### src/rtl/div_unit_pkg.sv
// Shared constants for the iterative divider: state encodings and iteration count.
package div_unit_pkg;

  localparam int DIV_WIDTH  = 32;
  localparam int DIV_CYCLES = DIV_WIDTH;

  localparam logic [1:0] IDLE = 2'b00;
  localparam logic [1:0] BUSY = 2'b01;
  localparam logic [1:0] DONE = 2'b10;

endpackage

### src/rtl/div_step.sv
// One restoring shift-subtract iteration: shift the next dividend bit into the
// partial remainder, trial-subtract the divisor, and produce one quotient bit.
module div_step #(
  parameter int WIDTH = 32
) (
  input  logic [WIDTH-1:0] rem,
  input  logic [WIDTH-1:0] quo,
  input  logic [WIDTH-1:0] dvs,
  output logic [WIDTH-1:0] rem_next,
  output logic [WIDTH-1:0] quo_next
);

  logic [WIDTH:0] shifted;
  logic [WIDTH:0] diff;

  // Trial subtract; a set top bit means the divisor did not fit, so restore.
  always_comb begin
    shifted  = {rem, quo[WIDTH-1]};
    diff     = shifted - {1'b0, dvs};
    rem_next = diff[WIDTH] ? shifted[WIDTH-1:0] : diff[WIDTH-1:0];
    quo_next = {quo[WIDTH-2:0], ~diff[WIDTH]};
  end

endmodule

### src/rtl/div_unit.sv
// Multi-cycle signed/unsigned integer divider for the E stage.
// state | meaning
// IDLE  | waiting for a request; operands sampled here only
// BUSY  | one restoring step per cycle, WIDTH steps total
// DONE  | result presented with readyE, held while holdE is high
module div_unit
  import div_unit_pkg::*;
#(
  parameter int WIDTH = DIV_WIDTH
) (
  input  logic             clk,
  input  logic             rst,
  input  logic             startE,
  input  logic             signedE,
  input  logic             annulE,
  input  logic             holdE,
  input  logic [WIDTH-1:0] opa,
  input  logic [WIDTH-1:0] opb,
  output logic             div_stallE,
  output logic             readyE,
  output logic [WIDTH-1:0] lo_out,
  output logic [WIDTH-1:0] hi_out
);

  localparam logic [5:0] CNT_LOAD = 6'(WIDTH - 1);

  logic [1:0]       state;
  logic [5:0]       cnt;
  logic [WIDTH-1:0] rem;
  logic [WIDTH-1:0] quo;
  logic [WIDTH-1:0] dvs;
  logic             sgn_div;
  logic             sign_a;
  logic             sign_b;

  logic             start_ok;
  logic [WIDTH-1:0] rem_nx;
  logic [WIDTH-1:0] quo_nx;
  logic [WIDTH-1:0] q_fix;
  logic [WIDTH-1:0] r_fix;
  logic             neg_a;
  logic             neg_b;

  assign start_ok = (state == IDLE) && startE && !annulE;

  // Stall while a request is being accepted or the divide is running; annul and reset release it at once.
  assign div_stallE = !rst && !annulE && (start_ok || (state == BUSY));

  div_step #(.WIDTH(WIDTH)) u_step (
    .rem      (rem),
    .quo      (quo),
    .dvs      (dvs),
    .rem_next (rem_nx),
    .quo_next (quo_nx)
  );

  assign neg_a = signedE && opa[WIDTH-1];
  assign neg_b = signedE && opb[WIDTH-1];

  // Sign fix-up of the final step; a zero divisor returns all-ones and the original dividend.
  always_comb begin
    q_fix = (sgn_div && (sign_a ^ sign_b)) ? -quo_nx : quo_nx;
    r_fix = (sgn_div && sign_a) ? -rem_nx : rem_nx;
    if (dvs == '0) q_fix = '1;
  end

  // FSM, iteration counter, operand latching and registered results.
  always_ff @(posedge clk) begin
    if (rst) begin
      state   <= IDLE;
      cnt     <= '0;
      rem     <= '0;
      quo     <= '0;
      dvs     <= '0;
      sgn_div <= 1'b0;
      sign_a  <= 1'b0;
      sign_b  <= 1'b0;
      readyE  <= 1'b0;
      lo_out  <= '0;
      hi_out  <= '0;
    end else begin
      case (state)
        IDLE: begin
          if (start_ok) begin
            rem     <= '0;
            quo     <= neg_a ? -opa : opa;
            dvs     <= neg_b ? -opb : opb;
            sgn_div <= signedE;
            sign_a  <= opa[WIDTH-1];
            sign_b  <= opb[WIDTH-1];
            cnt     <= CNT_LOAD;
            state   <= BUSY;
          end
        end
        BUSY: begin
          if (annulE) begin
            state <= IDLE;
          end else begin
            rem <= rem_nx;
            quo <= quo_nx;
            if (cnt == '0) begin
              state  <= DONE;
              readyE <= 1'b1;
              lo_out <= q_fix;
              hi_out <= r_fix;
            end else begin
              cnt <= cnt - 6'd1;
            end
          end
        end
        DONE: begin
          if (annulE || !holdE) begin
            state  <= IDLE;
            readyE <= 1'b0;
          end
        end
        default: begin
          state  <= IDLE;
          readyE <= 1'b0;
        end
      endcase
    end
  end

endmodule
### config.mk
export PLATFORM = sky130hd
export DESIGN_NAME = div_unit
export DESIGN_NICKNAME = d
export VERILOG_FILES = /design/src/rtl/div_unit_pkg.sv /design/src/rtl/div_step.sv /design/src/rtl/div_unit.sv
export SDC_FILE = /design/constraint.sdc
export NUM_CORES = 1
export LEC_CHECK = 0
export BUFFER_PORTS_ARGS = -buffer_cell sky130_fd_sc_hd__buf_2
export CAP_MARGIN = 10
export CORE_MARGIN = 2
export CORE_UTILIZATION = 65
export DETAILED_ROUTE_END_ITERATION = 8
export MAX_ROUTING_LAYER = met4
export PLACE_DENSITY = 0.87
export SYNTH_ARGS = -nofsm -noshare
export SYNTH_HDL_FRONTEND = slang
export SYNTH_SLANG_ARGS = --single-unit
### constraint.sdc
create_clock -name clk -period 7.1 [get_ports clk]
set_input_delay 1.42 -clock clk [delete_from_list [all_inputs] [get_ports clk]]
set_output_delay 1.42 -clock clk [all_outputs]
set_load 0.02 [all_outputs]
==> results of run 1 <==
==> state kept, by name (all words and copies together) (netlist names) <==
signal,flops
cnt,6
dvs,32
hi_out,32
lo_out,32
quo,32
readyE,1
rem,32
sgn_div,1
sign_a,1
sign_b,1
state,2
==> final timing paths <==
path                                from                      end  slack, ns  cells after the start
setup / recovery    quo[31]$_SDFFE_PP0P_  hi_out[22]$_SDFFE_PP0P_       1.42                     21
hold / removal    hi_out[9]$_SDFFE_PP0P_   hi_out[9]$_SDFFE_PP0P_       0.46                      2
setup reg to reg    quo[31]$_SDFFE_PP0P_  hi_out[22]$_SDFFE_PP0P_       1.42                     21
hold reg to reg   hi_out[9]$_SDFFE_PP0P_   hi_out[9]$_SDFFE_PP0P_       0.46                      2
==> layer usage <==
metal,GRT usage,vias to the layer above,part of all wire
met3,0.0626,122,0.11
met2,0.530,705,0.43
met4,0.141,0,0.036
met1,0.519,5782,0.43
li1,-,5994,-
met5,-,-,0
==> cells by family after synthesis <==
group	Yosys count	synth area share
buffers and inverters	159	0.0530
AO/OA/AOI/OAI	478	0.253
adder cells (fa/ha/maj)	39	0.0413
XOR/XNOR	117	0.0853
multiplexers	35	0.0301
flip-flops	172	0.287
AND/OR/NAND/NOR	637	0.250
==> area by class of cell <==
class                   count  area [um^2]  area share
multi-input cells        1306         7950       0.600
flip-flops and latches    172         3440       0.260
repair buffers            145          753      0.0569
clock buffers              19          453      0.0342
well taps                 229          287      0.0216
inverters                  53          199      0.0150
clock inverters            13          155      0.0117
==> power by group <==
part           switching, W  internal [W]
sequential        0.0000538       0.00100
combinational      0.000398      0.000223
clock              0.000443      0.000518
total              0.000895       0.00175
==> worst min-delay path: cells and delay by family (launching register included) <==
family,cells,cell delay (ns)
and+or+nand+nor,1,0.05
DFF,1,0.31
AOI/OAI and AO/OA,1,0.05
==> through the flow <==
step / util / total power (W) / area, um^2 / std cells / hold slack [ns]
floorplan: - / 0.00151 / 12000 / 1637 / 0.445
global placement: 0.701 / 0.00166 / 12600 / 1905 / 0.437
detailed placement: 0.701 / 0.00168 / 12600 / 1905 / 0.440
CTS: 0.735 / 0.00262 / 13200 / 1937 / 0.453
global route: 0.735 / 0.00274 / 13200 / 1937 / 0.473
finish: 0.735 / 0.00264 / 13200 / 1937 / 0.455
==> cells in the final DEF (no fill, tap or decap), types with 15 or more instances in the layout <==
cell type | Yosys | final
nor2_1 | 243 | 240
dfxtp_1 | 172 | 172
a21oi_1 | 165 | 165
nand2_1 | 159 | 159
buf_2 | 13 | 134
o21ai_0 | 88 | 88
a211oi_1 | 76 | 76
xnor2_1 | 61 | 61
xor2_1 | 56 | 56
inv_1 | 52 | 52
nor3_1 | 47 | 47
ha_1 | 38 | 38
nor4_1 | 30 | 30
or3_1 | 26 | 26
mux2i_1 | 26 | 26
a22oi_1 | 21 | 21
nand4_1 | 18 | 18
clkbuf_16 | 0 | 17
and2_1 | 16 | 15
==> metrics.yaml, run 1 <==
status: "complete, no violations"
syn-instance-count: 1637
yosysMostFrequentCell: "nor2_1"
synth_top_area_frac: 0.287
place_hpwl_mm: 26.4
grt_max_degree: 69
final_nets: 1804
p_per_area_mw_per_mm2: 199
min_period_over_period: 0.800
criticalPathCategory: "register to register"
rsz0062_at_grt: "no"
die_w_um: 140
vias: 12603
path_buf_inv: 3
syn_area_mm2: 0.0120
ios: 136
n_fill_cell: 1495
cts_resized: 0
synth_commonest_cells: "nor2_1 (243), dfxtp_1 (172), a21oi_1 (165)"
required_ns: 7.43
worstMarginPinSlew_ns: 1.21
slowest_stage: "o211a_4"
synth_edf_count: 0
grt_pass1_vias: 11153
area_growth_pct: 10.2
cpPeakStageDelay_ns: 0.59
postSynthAreaPerCell_um2: 7.34
critPathTopFamily: "compound AO/OA/AOI/OAI gates"
peakVddDrop_mv: 0.208
dpl_worst_slack_ns: 1.64
dieArea_mm2: 0.0196
drv_slew: 0
antenna_found_initial: 0
yosys-top-cells-area: "dfxtp_1 (29%), nor2_1 (7.6%), a21oi_1 (6.9%), nand2_1 (5.0%), a211oi_1 (4.7%)"
finalWirelength_mm: 36.0
drv_cap: 0
cts_root_buffer: "clkbuf_16"
initial_core_util: 0.666
grt_overflow: 0
clkLatencyLatePin_ns: 0.45
cts_made_buffers: 17
async_reset_ff_frac: 0
clk_path_buf_depth: 2
drive_gt1_frac: 0.126
antenna_left: 0
startpoint_type: "register"
worstPathMaxFanout: 49
crit_path_cell_trace: "inv_1 -> ha_1 -> fa_1 -> nand2b_1 -> a211oi_1 -> o21ai_1 -> o21ai_0 -> a21o_2 -> o211a_4 -> inv_2 -> nand2_1 -> o21ai_0 -> inv_1 -> ha_1 -> nand4b_1 -> nor4_1 -> mux2_1 -> o211ai_1 -> o31a_1 -> mux2i_1 -> nand2_1"
hold_class: "register to register"
postCtsSetupRepairBufs: 0
skew_ns: 0.0133
core_mm2: 0.0180
synth_nets: 1746
io_buffer_count: 135
synth_seq_cells: 172
place.gp.congestion: 0.965
timing.fmax_mhz: 176
synth.largest_area_cell: "dfxtp_1"
setup_slack_ns: 1.42
ys_seq_area_frac: 0.287
first_iter_violations: 1280
die_y_um: 140
power_leakage_nw: 5.18
finalSetupTns_ns: 0
finalHoldViolations: 0
synth_cell_types: 82
rows: 49
grt_pass1_wl_mm: 57.1
wl_per_cell_um: 18.6
cts_tree: "yes"
synthFlopType: "dfxtp_1"
drc: 0
diodes: 0
vias_per_cell: 6.51
htreeDepth: 4
cp.arrival_ns: 6.01
finalCriticalPeriod_ns: 5.68
maxSlewHeadroom: 0.194
end_kind: "register"
finalSetupViolCount: 0
ys_warn_count: 0
ctsHoldBuffers: 0
clkTransAtPathRegs_ns: 0.07
clock_sinks: 172
grt_usage: 0.369
dr.pass1.iters: 7
(Power assumes the default switching activity.)
==> run 2: changes to the inputs <==
- CORE_UTILIZATION: 65 -> 60
- PLACE_DENSITY: 0.87 -> 0.82
- clock period: 7.1 -> 5.7 ns (I/O delays scaled with it)
==> run 2 against run 1 <==
Compared with the run above:
- clock power up 28%
- design area up 0.59%
- critical endpoint is now hi_out[28]$_SDFFE_PP0P_
- setup slack worse by 0.68 ns
- utilization down 5.3 points
- highest routed layer unchanged
- critical path type unchanged
- largest cell class unchanged
- sequential cell count unchanged
- largest power group unchanged
==> metrics.yaml, run 2 (synthesis results as in run 1) <==
fin_util: 0.682  # was 0.735
worstMarginPinSlew_ns: 0.882  # was 1.21 ns
end_kind: "register"  # unchanged
rows: 51  # was 49
die_w_um: 145  # was 140 um
clkTransAtPathRegs_ns: 0.07  # about the same
cts_tree: "yes"  # unchanged
drc: 0  # unchanged
drv_slew: 0  # unchanged
vias_per_cell: 6.27  # was 6.51
finalWirelength_mm: 35.9  # was 36.0 mm
cp.arrival_ns: 5.29  # was 6.01 ns
clkLatencyLatePin_ns: 0.44  # was 0.45 ns
met2_length_mm: 15.5  # was 15.4 mm
required_ns: 6.03  # was 7.43 ns
power_leakage_nw: 5.20  # was 5.18 nW
place_hpwl_mm: 26.8  # was 26.4 mm
startpoint_type: "register"  # unchanged
finalCriticalPeriod_ns: 4.96  # was 5.68 ns
drive_gt1_frac: 0.128  # was 0.126
postCtsSetupRepairBufs: 0  # unchanged
wl_per_cell_um: 18.1  # was 18.6 um
min_to: "hi_out[17]$_SDFFE_PP0P_"  # was hi_out[9]$_SDFFE_PP0P_
vias: 12393  # was 12,603
io_buffer_count: 135  # unchanged
grt_max_degree: 85  # was 69
finalSetupTns_ns: 0  # unchanged
initial_core_util: 0.615  # was 0.666
ctsHoldBuffers: 0  # unchanged
core_mm2: 0.0195  # was 0.0180 mm^2
reg2reg_depth: 21  # unchanged
antenna_left: 0  # unchanged
cts_root_buffer: "clkbuf_16"  # unchanged
htreeDepth: 4  # unchanged
cts_resized: 0  # unchanged
final_cell_mix: "nor2_1 (240), dfxtp_1 (172), a21oi_1 (165)"  # unchanged
ios: 136  # unchanged
highest_layer: "met4"  # unchanged
diodes: 0  # unchanged
antenna_found_initial: 0  # unchanged
final_nets: 1807  # was 1,804
hold_class: "register to register"  # unchanged
dieArea_mm2: 0.0212  # was 0.0196 mm^2
r2r-end: "hi_out[28]$_SDFFE_PP0P_"  # was hi_out[22]$_SDFFE_PP0P_
drv_cap: 0  # unchanged
worstReg2RegStart: "quo[31]$_SDFFE_PP0P_"  # unchanged
route.met3.wl_mm: 3.35  # was 3.91 mm
area_growth_pct: 10.9  # was 10.2%
layout_commonest_cell: "nor2_1"  # unchanged
clock_sinks: 172  # unchanged
worstPathMaxFanout: 5  # was 49
grt_pass1_wl_mm: 57.0  # was 57.1 mm
skew_ns: 0.0111  # was 0.0133 ns
cts_made_buffers: 17  # unchanged
min_period_over_period: 0.870  # was 0.800
p_per_area_mw_per_mm2: 249  # was 199 mW/mm^2
die_y_um: 145  # was 140 um
status: "complete, no violations"  # unchanged
clk_path_buf_depth: 2  # unchanged
grt_pass1_vias: 10834  # was 11,153
peakVddDrop_mv: 0.208  # about the same
grt_usage: 0.338  # was 0.369
min_from: "hi_out[17]$_SDFFE_PP0P_"  # was hi_out[9]$_SDFFE_PP0P_
timing.fmax_mhz: 202  # was 176 MHz
finalSetupViolCount: 0  # unchanged
place.gp.congestion: 0.979  # was 0.965
met1Wirelength_mm: 16.2  # was 15.4 mm
rrSetupSlack_ns: 0.74  # was 1.42 ns
maxSlewHeadroom: 0.405  # was 0.194
dr.pass1.iters: 5  # was 7
first_iter_violations: 1344  # was 1,280
finalHoldViolations: 0  # unchanged
rsz0062_at_grt: "no"  # unchanged
grt_overflow: 0  # unchanged
criticalPathCategory: "register to register"  # unchanged
holdPathStages: 2  # unchanged
run 2: changes by cell type in the layout (fill, tap and decap cells not counted):
cell        before  now
inv_6            2    6
clkinv_4         3    2
buf_8            0    1
clkbuf_8         2    1
clkinvlp_4       2    1
bufinv_16        1    2
buf_4           11   13
clkinv_8         2    0
run 2: through the flow:
| stage | cell area, um^2 | hold WS [ns] | cells | power, W | setup WS (ns) |
|---|---|---|---|---|---|
| after global placement | 12700 | 0.439 | 1943 | 0.00208 | 1.17 |
| after CTS | 13300 | 0.453 | 1975 | 0.00330 | 0.926 |
| after detailed placement | 12700 | 0.444 | 1943 | 0.00210 | 0.960 |
| final | 13300 | 0.451 | 1976 | 0.00332 | 0.740 |
| after floorplan | 12000 | 0.445 | 1637 | 0.00188 | 1.09 |
| after global routing | 13300 | 0.469 | 1976 | 0.00345 | 0.288 |
run 2: worst max path at each step:
stage | from | to | slack [ns] | cells after the start
4_1_cts | quo[31]$_SDFFE_PP0P_ | hi_out[28]$_SDFFE_PP0P_ | 0.93 | 21
6_report | quo[31]$_SDFFE_PP0P_ | hi_out[28]$_SDFFE_PP0P_ | 0.74 | 21
3_3_place_gp | quo[31]$_SDFFE_PP0P_ | hi_out[22]$_SDFFE_PP0P_ | 1.17 | 21
5_1_grt | quo[31]$_SDFFE_PP0P_ | hi_out[28]$_SDFFE_PP0P_ | 0.29 | 21
3_5_place_dp | quo[31]$_SDFFE_PP0P_ | hi_out[26]$_SDFFE_PP0P_ | 0.96 | 21
2_1_floorplan | quo[31]$_SDFFE_PP0P_ | hi_out[22]$_SDFFE_PP0P_ | 1.09 | 24
run 2: area by class of cell:
cell class | instances | area, um^2
Multi-Input combinational cell | 1306 | 7950
Tap cell | 265 | 332
Clock buffer | 18 | 439
Fill cell | 1693 | 6210
Inverter | 53 | 199
Timing Repair Buffer | 148 | 783
Sequential cell | 172 | 3440
Clock inverter | 14 | 171
run 2: power by group:
part	internal [W]	total [W]	switching (W)	leakage (nW)
sequential	0.00125	0.00132	0.0000651	1.40
clock	0.000677	0.00123	0.000551	0.299
combinational	0.000280	0.000779	0.000500	3.51
run 2: layer usage:
layer,vias up,global-route usage
li1,5998,-
met1,5712,0.487
met2,607,0.493
met3,76,0.0549
met4,0,0.0907
met5,-,-
run 2: critical path: stages, from the launching register on:
cell	delay [ns]
dfxtp_1	0.41
inv_1	0.06
ha_1	0.23
fa_1	0.41
nand2b_1	0.18
a211oi_1	0.39
o21ai_1	0.21
o21ai_0	0.28
a21o_2	0.18
o211a_4	0.16
inv_2	0.05
nand2_1	0.06
o21ai_0	0.16
inv_1	0.10
ha_1	0.23
nand4b_1	0.18
nor4_1	0.46
mux2_1	0.24
o211ai_1	0.21
nor4_1	0.32
o21ai_0	0.17
o311ai_0	0.14
==> run 3: changes to the inputs <==
- CELL_PAD_IN_SITES_DETAIL_PLACEMENT: default -> 0
- CELL_PAD_IN_SITES_GLOBAL_PLACEMENT: default -> 2
- CORE_UTILIZATION: 60 -> 34
- PLACE_DENSITY: 0.82 -> default
- PLACE_DENSITY_LB_ADDON: default -> 0.1
- SLEW_MARGIN: default -> 5
- clock period: 5.7 -> 4.9 ns (I/O delays scaled with it)
==> run 3 against run 2 <==
Compared with the run above:
- clock power is 17% higher
- sequential power is 15% higher
- power is 18% higher
- die area is 74% higher
- critical path depth is 1 lower
- clock skew is 0.0047 ns higher
- largest cell class unchanged
- via count is 2.7% lower
- wire length is 22% higher
- register-to-register slack worse by 0.39 ns
- sequential cell count stayed put
- non-clock buffer count is 25 higher
- largest power group unchanged
==> metrics.yaml, run 3 (synthesis results as in run 1) <==
drc: 0  # unchanged
drv_cap: 0  # unchanged
cts_made_buffers: 17  # unchanged
clkTransAtPathRegs_ns: 0.08  # was 0.07 ns
initial_core_util: 0.347  # was 0.615
hold_class: "register to register"  # unchanged
drv_slew: 0  # unchanged
min_to: "hi_out[9]$_SDFFE_PP0P_"  # was hi_out[17]$_SDFFE_PP0P_
layout_commonest_cell: "nor2_1"  # unchanged
dieArea_mm2: 0.0368  # was 0.0212 mm^2
clock_sinks: 172  # unchanged
holdPathStages: 2  # unchanged
ios: 136  # unchanged
timing.fmax_mhz: 220  # was 202 MHz
p_per_area_mw_per_mm2: 286  # was 249 mW/mm^2
place_hpwl_mm: 33.3  # was 26.8 mm
htreeDepth: 4  # unchanged
place.gp.congestion: 0.873  # was 0.979
grt_overflow: 0  # unchanged
antenna_left: 0  # unchanged
vias: 12056  # was 12,393
min_from: "hi_out[9]$_SDFFE_PP0P_"  # was hi_out[17]$_SDFFE_PP0P_
die_w_um: 192  # was 145 um
wl_per_cell_um: 20.0  # was 18.1 um
first_iter_violations: 658  # was 1,344
ctsHoldBuffers: 0  # unchanged
finalWirelength_mm: 43.8  # was 35.9 mm
end_kind: "register"  # unchanged
antenna_found_initial: 0  # unchanged
skew_ns: 0.0158  # was 0.0111 ns
reg2reg_depth: 20  # was 21
grt_usage: 0.248  # was 0.338
clk_path_buf_depth: 2  # unchanged
rsz0062_at_grt: "no"  # unchanged
maxSlewHeadroom: 0.326  # was 0.405
finalSetupViolCount: 0  # unchanged
vias_per_cell: 5.50  # was 6.27
rrSetupSlack_ns: 0.35  # was 0.74 ns
min_period_over_period: 0.929  # was 0.870
grt_pass1_wl_mm: 68.0  # was 57.0 mm
area_growth_pct: 14.6  # was 10.9%
core_mm2: 0.0346  # was 0.0195 mm^2
diodes: 0  # unchanged
grt_pass1_vias: 11378  # was 10,834
fin_util: 0.397  # was 0.682
peakVddDrop_mv: 0.245  # was 0.208 mV
final_cell_mix: "nor2_1 (240), dfxtp_1 (172), a21oi_1 (165)"  # unchanged
status: "complete, no violations"  # unchanged
worstPathMaxFanout: 6  # was 5
rows: 68  # was 51
clkLatencyLatePin_ns: 0.45  # was 0.44 ns
finalHoldViolations: 0  # unchanged
required_ns: 5.30  # was 6.03 ns
cts_root_buffer: "clkbuf_16"  # unchanged
dr.pass1.iters: 5  # unchanged
final_nets: 1832  # was 1,807
worstMarginPinSlew_ns: 1.01  # was 0.882 ns
io_buffer_count: 135  # unchanged
grt_max_degree: 88  # was 85
criticalPathCategory: "register to register"  # unchanged
startpoint_type: "register"  # unchanged
drive_gt1_frac: 0.142  # was 0.128
cts_tree: "yes"  # unchanged
finalCriticalPeriod_ns: 4.55  # was 4.96 ns
finalSetupTns_ns: 0  # unchanged
power_w: 0.00393  # was 0.00332 W
die_y_um: 192  # was 145 um
power_leakage_nw: 5.33  # was 5.20 nW
r2r-end: "hi_out[24]$_SDFFE_PP0P_"  # was hi_out[28]$_SDFFE_PP0P_
cp.arrival_ns: 4.95  # was 5.29 ns
worstReg2RegStart: "quo[31]$_SDFFE_PP0P_"  # unchanged
run 3: cell count changes in the layout (fill, tap and decap cells not counted), moves of 2 or more:
cell        previous run  this run
buf_4                 13        38
clkinv_2               0         2
inv_6                  6         2
nor4_2                 0         2
nor4_1                30        28
clkinvlp_4             1         3
run 3: worst max-delay path by stage:
stage | startpoint | to | slack (ns)
2_1_floorplan | quo[31]$_SDFFE_PP0P_ | hi_out[22]$_SDFFE_PP0P_ | 0.29
5_1_grt | quo[31]$_SDFFE_PP0P_ | hi_out[24]$_SDFFE_PP0P_ | 0.03
4_1_cts | quo[31]$_SDFFE_PP0P_ | hi_out[30]$_SDFFE_PP0P_ | 0.18
6_report | quo[31]$_SDFFE_PP0P_ | hi_out[24]$_SDFFE_PP0P_ | 0.35
3_3_place_gp | quo[31]$_SDFFE_PP0P_ | hi_out[22]$_SDFFE_PP0P_ | 0.35
3_5_place_dp | quo[31]$_SDFFE_PP0P_ | hi_out[30]$_SDFFE_PP0P_ | 0.21
run 3: worst max-delay path, cell delays in order, from the launching register on:
cell and delay, ns:
dfxtp_1 0.33, inv_1 0.05, ha_1 0.23, fa_1 0.41, nand2b_1 0.18, a211oi_1 0.29, o21ai_1 0.23, o21ai_1 0.21
a21o_2 0.15, o211a_4 0.18, inv_2 0.07, o21ai_0 0.25, inv_1 0.08, ha_1 0.25, nand4b_1 0.19, nor4_2 0.07
mux2_1 0.32, o211ai_1 0.31, o21ai_0 0.23, or3_1 0.38, nand3_1 0.08
run 3: timing repair:
item / in CTS / in global routing
setup endpoints to repair: 0 / 8
resized for setup: 0 / 4
setup buffers: 0 / 0
run 3: power breakdown:
part	leakage [nW]	switching, W	total (W)	internal [W]
combinational	3.65	0.000631	0.000976	0.000345
sequential	1.40	0.0000671	0.00152	0.00145
clock	0.289	0.000658	0.00144	0.000778
total	5.33	0.00136	0.00393	0.00258
run 3: area by class of cell:
class | count | area, um^2
clock buffer | 18 | 439
clock inverter | 14 | 161
fill | 3655 | 20900
inverter | 53 | 199
multi-input combinational | 1306 | 7970
sequential | 172 | 3440
tap | 455 | 569
timing repair buffer | 173 | 976
run 3: metrics by stage:
step | hold slack, ns | std cells | setup slack [ns] | area, um^2
2_1_floorplan | 0.445 | 1637 | 0.292 | 12000
3_3_place_gp | 0.435 | 2159 | 0.351 | 13100
3_5_place_dp | 0.443 | 2159 | 0.209 | 13100
4_1_cts | 0.452 | 2191 | 0.184 | 13700
5_1_grt | 0.472 | 2191 | 0.0277 | 13800
6_report | 0.447 | 2191 | 0.348 | 13800
run 3: metal layers:
metal | wire length (um) | global-route usage | vias up | part of all wire
li1 | - | - | 6057 | -
met1 | 22500 | 0.355 | 5733 | 0.51
met2 | 19200 | 0.372 | 248 | 0.44
met3 | 1720 | 0.0376 | 18 | 0.039
met4 | 405 | 0.0420 | 0 | 0.0092
met5 | 0 | - | - | 0
